## src/rtl/rename_regfile_pkg.sv

```systemverilog
// rename_regfile_pkg: shared sizing constants and types for the rename
// register file slice.
//   DEF_ROB_WIDTH_BIT - default rename tag width (32-entry ROB)
//   DEF_XLEN          - default register data width
//   DEF_NREG          - default architectural register count
//   REG_ID_W          - architectural register index width
//   REG_ZERO          - index of the hardwired-zero register x0
package rename_regfile_pkg;

  localparam int unsigned DEF_ROB_WIDTH_BIT = 5;
  localparam int unsigned DEF_XLEN          = 32;
  localparam int unsigned DEF_NREG          = 32;
  localparam int unsigned REG_ID_W          = 5;

  typedef logic [REG_ID_W-1:0] reg_id_t;

  localparam reg_id_t REG_ZERO = '0;

endpackage

```

## src/rtl/regfile_lookup.sv

```systemverilog
// regfile_lookup: combinational operand resolution for one decoder source.
// Priority: not busy -> register value; (with REGFILE_CMT_BYPASS_EN) busy
// and committing this cycle with a matching tag -> commit value; otherwise
// forward whatever the ROB query port returns for the register's tag.
// Ports:
//   busy, reg_val, reg_tag       - state of the looked-up register
//   cmt_hit, cmt_val             - same-cycle matching commit (macro only)
//   rob_q_ready, rob_q_val       - ROB answer for rob_q_id
//   rob_q_id                     - tag sent to the ROB (0 when not busy)
//   op_ready, op_val, op_tag     - resolved operand
module regfile_lookup #(
  parameter int unsigned ROB_WIDTH_BIT = 5,
  parameter int unsigned XLEN          = 32
) (
  input  logic                     busy,
  input  logic [XLEN-1:0]          reg_val,
  input  logic [ROB_WIDTH_BIT-1:0] reg_tag,
`ifdef REGFILE_CMT_BYPASS_EN
  input  logic                     cmt_hit,
  input  logic [XLEN-1:0]          cmt_val,
`endif
  input  logic                     rob_q_ready,
  input  logic [XLEN-1:0]          rob_q_val,
  output logic [ROB_WIDTH_BIT-1:0] rob_q_id,
  output logic                     op_ready,
  output logic [XLEN-1:0]          op_val,
  output logic [ROB_WIDTH_BIT-1:0] op_tag
);

  // A committed register keeps its last tag; mask it so idle lookups
  // present tag 0 to the ROB and the decoder.
  assign rob_q_id = busy ? reg_tag : '0;
  assign op_tag   = busy ? reg_tag : '0;

  always_comb begin
    op_ready = 1'b1;
    op_val   = reg_val;
    if (busy) begin
`ifdef REGFILE_CMT_BYPASS_EN
      if (cmt_hit) begin
        op_ready = 1'b1;
        op_val   = cmt_val;
      end else begin
        op_ready = rob_q_ready;
        op_val   = rob_q_val;
      end
`else
      op_ready = rob_q_ready;
      op_val   = rob_q_val;
`endif
    end
  end

endmodule

```

## src/rtl/rename_regfile.sv

```systemverilog
// rename_regfile: architectural register file with per-register rename tag
// and busy bit, sitting beside the reorder buffer.
// Optional macro REGFILE_CMT_BYPASS_EN forwards a same-cycle matching commit
// directly instead of through the ROB query port.
// Ports:
//   clk_in, rst_in (async, active-low), rdy_in (freeze), clear_in (flush)
//   cmt_reg_id/cmt_val/cmt_rob_id  - ROB commit port (reg 0 = none)
//   ren_reg_id/ren_rob_id          - newly dispatched rd and its ROB tail
//   dec_rs1/dec_rs2                - decoder source registers
//   rob_q1_*/rob_q2_*              - ROB rs1/rs2 query ports
//   op1_*/op2_*                    - resolved operands to the decoder
module rename_regfile
  import rename_regfile_pkg::*;
#(
  parameter int unsigned ROB_WIDTH_BIT = DEF_ROB_WIDTH_BIT,
  parameter int unsigned XLEN          = DEF_XLEN,
  parameter int unsigned NREG          = DEF_NREG
) (
  input  logic                     clk_in,
  input  logic                     rst_in,
  input  logic                     rdy_in,
  input  logic                     clear_in,
  input  logic [REG_ID_W-1:0]      cmt_reg_id,
  input  logic [XLEN-1:0]          cmt_val,
  input  logic [ROB_WIDTH_BIT-1:0] cmt_rob_id,
  input  logic [REG_ID_W-1:0]      ren_reg_id,
  input  logic [ROB_WIDTH_BIT-1:0] ren_rob_id,
  input  logic [REG_ID_W-1:0]      dec_rs1,
  input  logic [REG_ID_W-1:0]      dec_rs2,
  output logic [ROB_WIDTH_BIT-1:0] rob_q1_id,
  input  logic                     rob_q1_ready,
  input  logic [XLEN-1:0]          rob_q1_val,
  output logic [ROB_WIDTH_BIT-1:0] rob_q2_id,
  input  logic                     rob_q2_ready,
  input  logic [XLEN-1:0]          rob_q2_val,
  output logic                     op1_ready,
  output logic [XLEN-1:0]          op1_val,
  output logic [ROB_WIDTH_BIT-1:0] op1_tag,
  output logic                     op2_ready,
  output logic [XLEN-1:0]          op2_val,
  output logic [ROB_WIDTH_BIT-1:0] op2_tag
);

  logic [XLEN-1:0]          val_q [NREG];
  logic [ROB_WIDTH_BIT-1:0] tag_q [NREG];
  logic [NREG-1:0]          busy_q;

  logic cmt_en;
  logic ren_en;

  assign cmt_en = (cmt_reg_id != REG_ZERO);
  assign ren_en = (ren_reg_id != REG_ZERO);

  always_ff @(posedge clk_in or negedge rst_in) begin
    if (!rst_in) begin
      for (int unsigned i = 0; i < NREG; i++) begin
        val_q[i] <= '0;
        tag_q[i] <= '0;
      end
      busy_q <= '0;
    end else if (rdy_in) begin
      if (cmt_en)
        val_q[cmt_reg_id] <= cmt_val;
      if (clear_in) begin
        for (int unsigned i = 0; i < NREG; i++)
          tag_q[i] <= '0;
        busy_q <= '0;
      end else begin
        // A stale commit (register re-renamed since) leaves busy alone.
        if (cmt_en && (tag_q[cmt_reg_id] == cmt_rob_id) && (cmt_reg_id != ren_reg_id))
          busy_q[cmt_reg_id] <= 1'b0;
        if (ren_en) begin
          tag_q[ren_reg_id]  <= ren_rob_id;
          busy_q[ren_reg_id] <= 1'b1;
        end
      end
    end
  end

`ifdef REGFILE_CMT_BYPASS_EN
  logic cmt_hit1;
  logic cmt_hit2;

  assign cmt_hit1 = cmt_en && (cmt_reg_id == dec_rs1) && (tag_q[dec_rs1] == cmt_rob_id);
  assign cmt_hit2 = cmt_en && (cmt_reg_id == dec_rs2) && (tag_q[dec_rs2] == cmt_rob_id);
`endif

  regfile_lookup #(
    .ROB_WIDTH_BIT (ROB_WIDTH_BIT),
    .XLEN          (XLEN)
  ) u_lookup1 (
    .busy        (busy_q[dec_rs1]),
    .reg_val     (val_q[dec_rs1]),
    .reg_tag     (tag_q[dec_rs1]),
`ifdef REGFILE_CMT_BYPASS_EN
    .cmt_hit     (cmt_hit1),
    .cmt_val     (cmt_val),
`endif
    .rob_q_ready (rob_q1_ready),
    .rob_q_val   (rob_q1_val),
    .rob_q_id    (rob_q1_id),
    .op_ready    (op1_ready),
    .op_val      (op1_val),
    .op_tag      (op1_tag)
  );

  regfile_lookup #(
    .ROB_WIDTH_BIT (ROB_WIDTH_BIT),
    .XLEN          (XLEN)
  ) u_lookup2 (
    .busy        (busy_q[dec_rs2]),
    .reg_val     (val_q[dec_rs2]),
    .reg_tag     (tag_q[dec_rs2]),
`ifdef REGFILE_CMT_BYPASS_EN
    .cmt_hit     (cmt_hit2),
    .cmt_val     (cmt_val),
`endif
    .rob_q_ready (rob_q2_ready),
    .rob_q_val   (rob_q2_val),
    .rob_q_id    (rob_q2_id),
    .op_ready    (op2_ready),
    .op_val      (op2_val),
    .op_tag      (op2_tag)
  );

endmodule
```

## config.mk

```make
export PLATFORM = sky130hd
export DESIGN_NAME = rename_regfile
export DESIGN_NICKNAME = d
export VERILOG_FILES = /design/src/rtl/rename_regfile_pkg.sv /design/src/rtl/regfile_lookup.sv /design/src/rtl/rename_regfile.sv
export SDC_FILE = /design/constraint.sdc
export NUM_CORES = 2
export LEC_CHECK = 0
export CORE_AREA = 5 5 506 508
export CTS_BUF_LIST = sky130_fd_sc_hd__clkbuf_16
export DETAILED_ROUTE_END_ITERATION = 7
export DIE_AREA = 0 0 511 513
export PLACE_DENSITY_LB_ADDON = 0.08
export SYNTH_ARGS = -nofsm -noshare
export SYNTH_HDL_FRONTEND = slang
export SYNTH_HIERARCHICAL = 1
export SYNTH_SLANG_ARGS = --single-unit
```

## constraint.sdc

```tcl
create_clock -name clk_in -period 9.9 [get_ports clk_in]
set_input_delay 1.98 -clock clk_in [delete_from_list [all_inputs] [get_ports clk_in]]
set_output_delay 1.98 -clock clk_in [all_outputs]
set_load 0.05 [all_outputs]
```

==> qor.csv <==
stage;metric;value;unit
outcome;status;completed;
yosys;netlist_top_cells_area;dfrtp_1 45%, mux4_2 25%, nand2_1 9.9%;
worst_setup_path;crit_start;dec_rs1[0];
yosys;synth_top_area_share;45.1;%
worst_setup_path;crit_fanout;53;
die;dieArea;0.262;mm²
timing;rsz0062_at_grt;no;
grt;grt_pass1_wl;388;mm
worst_setup_path;required;7.92;ns
power;power;15.2;mW
worst_setup_path;endpoint_kind;output port;
yosys;synth_top_cell_by_area;dfrtp_1;
placement;io_buffers;217;
die;coreArea;0.251;mm²
worst_setup_path;r2r_cells;8;
grt;overflow;0;
power;power_density;195;mW/mm²
clock_network;cts_sinks;1216;
clock_network;holdBufCountCts;0;
worst_setup_path;crit_chain;buf_8, buf_4, mux4_2, mux4_2, mux2_2, and2_1, clkdlybuf4s50_1;
power;ir_drop;0.162;mV
timing;relSlewSlack;0.667;%
timing;finalSetupViolCount;0;
yosys;syn_nets;5681;
routing;drt_first_pass_iters;5;
routing;routed_wirelength;274;mm
timing;timing.fmax;128;MHz
grt;grt_max_degree;136;
die;io_pins;218;
worst_setup_path;cp_top_family;buffers and inverters;
yosys;syn_area;0.0675;mm²
die;initial_utilization;26.9;%
clock_network;cts_tree;done;
clock_network;clk_path_buf_depth;3;
worst_setup_path;worst-path-stages;7;
timing;finClkSkew;0.0189;ns
final_layout;drive_above_1_share;30.9;%
timing;max_slew.worst_pin.slew;1.49;ns
routing;drc;0;
routing;avgViaCountPerCell;5.22;
placement;gp_congestion;0.769;
die;die_x;511;µm
placement;hpwl;155;mm
worst_setup_path;cp-start-kind;input port;
routing;ant_nets;0;
die;row_count;184;
grt;grt_pass1_vias;48000;
power;cellLeakagePower;34.1;nW
clock_network;cts.clk_slew.worst_paths;0.06;ns
routing;drt_iter0_drc;4056;
worst_setup_path;r2r_slack;7.24;ns
worst_setup_path;crit_end;op1_tag[1];
yosys;synth-seq-cells;1216;
final_layout;fillers;25000;
run;maxCapViolCount;0;
final_layout;fin_nets;5629;
worst_setup_path;crit_slowest_cell;buf_4;
die;chipHeight;513;µm
worst_setup_path;criticalPathCategory;input port to output port;
clock_network;ctsResizeCount;0;
worst_setup_path;r2r-end;busy_q[28];
clock_network;cts-root-buf;clkbuf_16;
worst_setup_path;crit_top_cell;mux4_2;
yosys;ys_types;45;
final_layout;syn2layout_area_growth;15.5;%
worst_setup_path;critPathArrivalTime;5.85;ns
clock_network;clock_latency;0.81;ns
yosys;yosys_warnings;6;
timing;finalHoldViolCount;0;
timing;finalCritPeriodShare;79.1;%
hold_path;min_path_type;flop to flop;
grt;grtUsageTotal;20.6;%
worst_setup_path;r2r_start;tag_q[134];
yosys;synth.avg_cell_area;12.2;µm²
yosys;seq_area_frac_synth;45.1;%
worst_setup_path;max_stage_delay;0.79;ns
clock_network;numCtsBuffers;158;
clock_network;cts_setup_buffers;0;
final_layout;layout_common_cells;1,772 x nand2_1, 1,216 x dfrtp_1, 760 x mux4_2;
routing;detail_route.wl_per_cell;30.5;µm
grt;antenna_found_initial;16;
yosys;syn_inst;5549;
final_layout;final_common_cell;nand2_1;
timing;final_max_slew_viol_count;0;
timing;tns;0;ns
worst_setup_path;cp_num_buf_inv;3;
routing;num_vias;46800;
timing;layout_min_cycle_time;7.83;ns
hold_path;hp-start;val_q[1012];
clock_network;htreeDepth;4;
-- through the flow --
| step | instance area, µm² | util, % | hold WS [ns] | worst slack [ns] | std cells |
|---|---|---|---|---|---|
| final | 77900 | 31.1 | 0.396 | 2.07 | 8968 |
| after global routing | 77900 | 31.1 | 0.402 | 1.86 | 8967 |
| after CTS | 77900 | 31.1 | 0.396 | 2.00 | 8966 |
| after detailed placement | 72900 | 29.1 | 0.383 | 2.00 | 8685 |
| after global placement | 72900 | 29.1 | 0.377 | 2.02 | 8685 |
| after floorplan | 67500 | - | 0.441 | 3.09 | 5549 |
-- report_power, final --
part	switching, mW	total (mW)	internal, mW	leakage (nW)
logic	1.52	3.19	1.66	15.6
registers	0.568	6.32	5.75	15.9
clock network	2.41	5.68	3.27	2.59
total	4.50	15.2	10.7	34.1
-- how the worst min path moves through the flow --
stage / cells after the start / slack (ns) / endpoint
after floorplan: 1 / 0.44 / val_q[1000]
final: 0 / 0.40 / val_q[1012]
after detailed placement: 0 / 0.38 / val_q[1023]
after global routing: 0 / 0.40 / val_q[1023]
after CTS: 0 / 0.40 / val_q[993]
after global placement: 0 / 0.38 / val_q[996]
-- synth_stat cells (all sizes together) --
| cell type | count |
|---|---|
| nand2 | 1783 |
| dfrtp | 1216 |
| mux4 | 760 |
| mux2 | 556 |
| clkbuf | 373 |
| buf | 208 |
| o21ai | 186 |
| nand3 | 164 |
| mux2i | 80 |
| nor2 | 45 |
| o22ai | 40 |
| a41oi | 31 |
| inv | 19 |
| and2 | 17 |
| nor4 | 11 |
| nand2b | 8 |
| nor3 | 7 |
| xor2 | 7 |
| nor2b | 5 |
| nand4b | 4 |
| nor3b | 4 |
| or4b | 4 |
| and3 | 3 |
| nand4bb | 3 |
| or2 | 3 |
| or4bb | 3 |
| xnor2 | 3 |
| and3b | 2 |
| or3 | 2 |
| nand4 | 1 |
| or4 | 1 |
-- flip-flops by register name, indices dropped and copies added, names as in the netlist --
signal,count
val_q,1024
busy_q,32
tag_q,160
-- cells by family after synthesis --
group | Yosys count | synth area share [%]
xor gates and xnor gates | 10 | 0.141
muxes | 1396 | 36.0
AOI/OAI and AO/OA | 257 | 2.49
and+or+nand+nor | 2070 | 12.3
buffers and inverters | 600 | 3.93
DFF | 1216 | 45.1
-- final cells by class --
| class | instances | area, µm² | area share, % |
|---|---|---|---|
| Multi-Input combinational cell | 3733 | 34600 | 44.4 |
| Tap cell | 3348 | 4190 | 5.38 |
| Inverter | 19 | 75.1 | 0.0964 |
| Sequential cell | 1216 | 30400 | 39.1 |
| Timing Repair Buffer | 369 | 3610 | 4.64 |
| Clock inverter | 119 | 921 | 1.18 |
| Clock buffer | 162 | 4050 | 5.21 |
| Antenna cell | 2 | 5.00 | 0.00643 |
-- per-layer routing --
metal  up-vias  track usage (%)  share of wire, %
met5         -                0            0.0073
met4         4             4.42               2.0
met3       275             3.11               5.0
met2      1308             32.3                46
met1     25400             30.1                47
li1      19800                -                 -
Power figures use the tool's default switching activity.
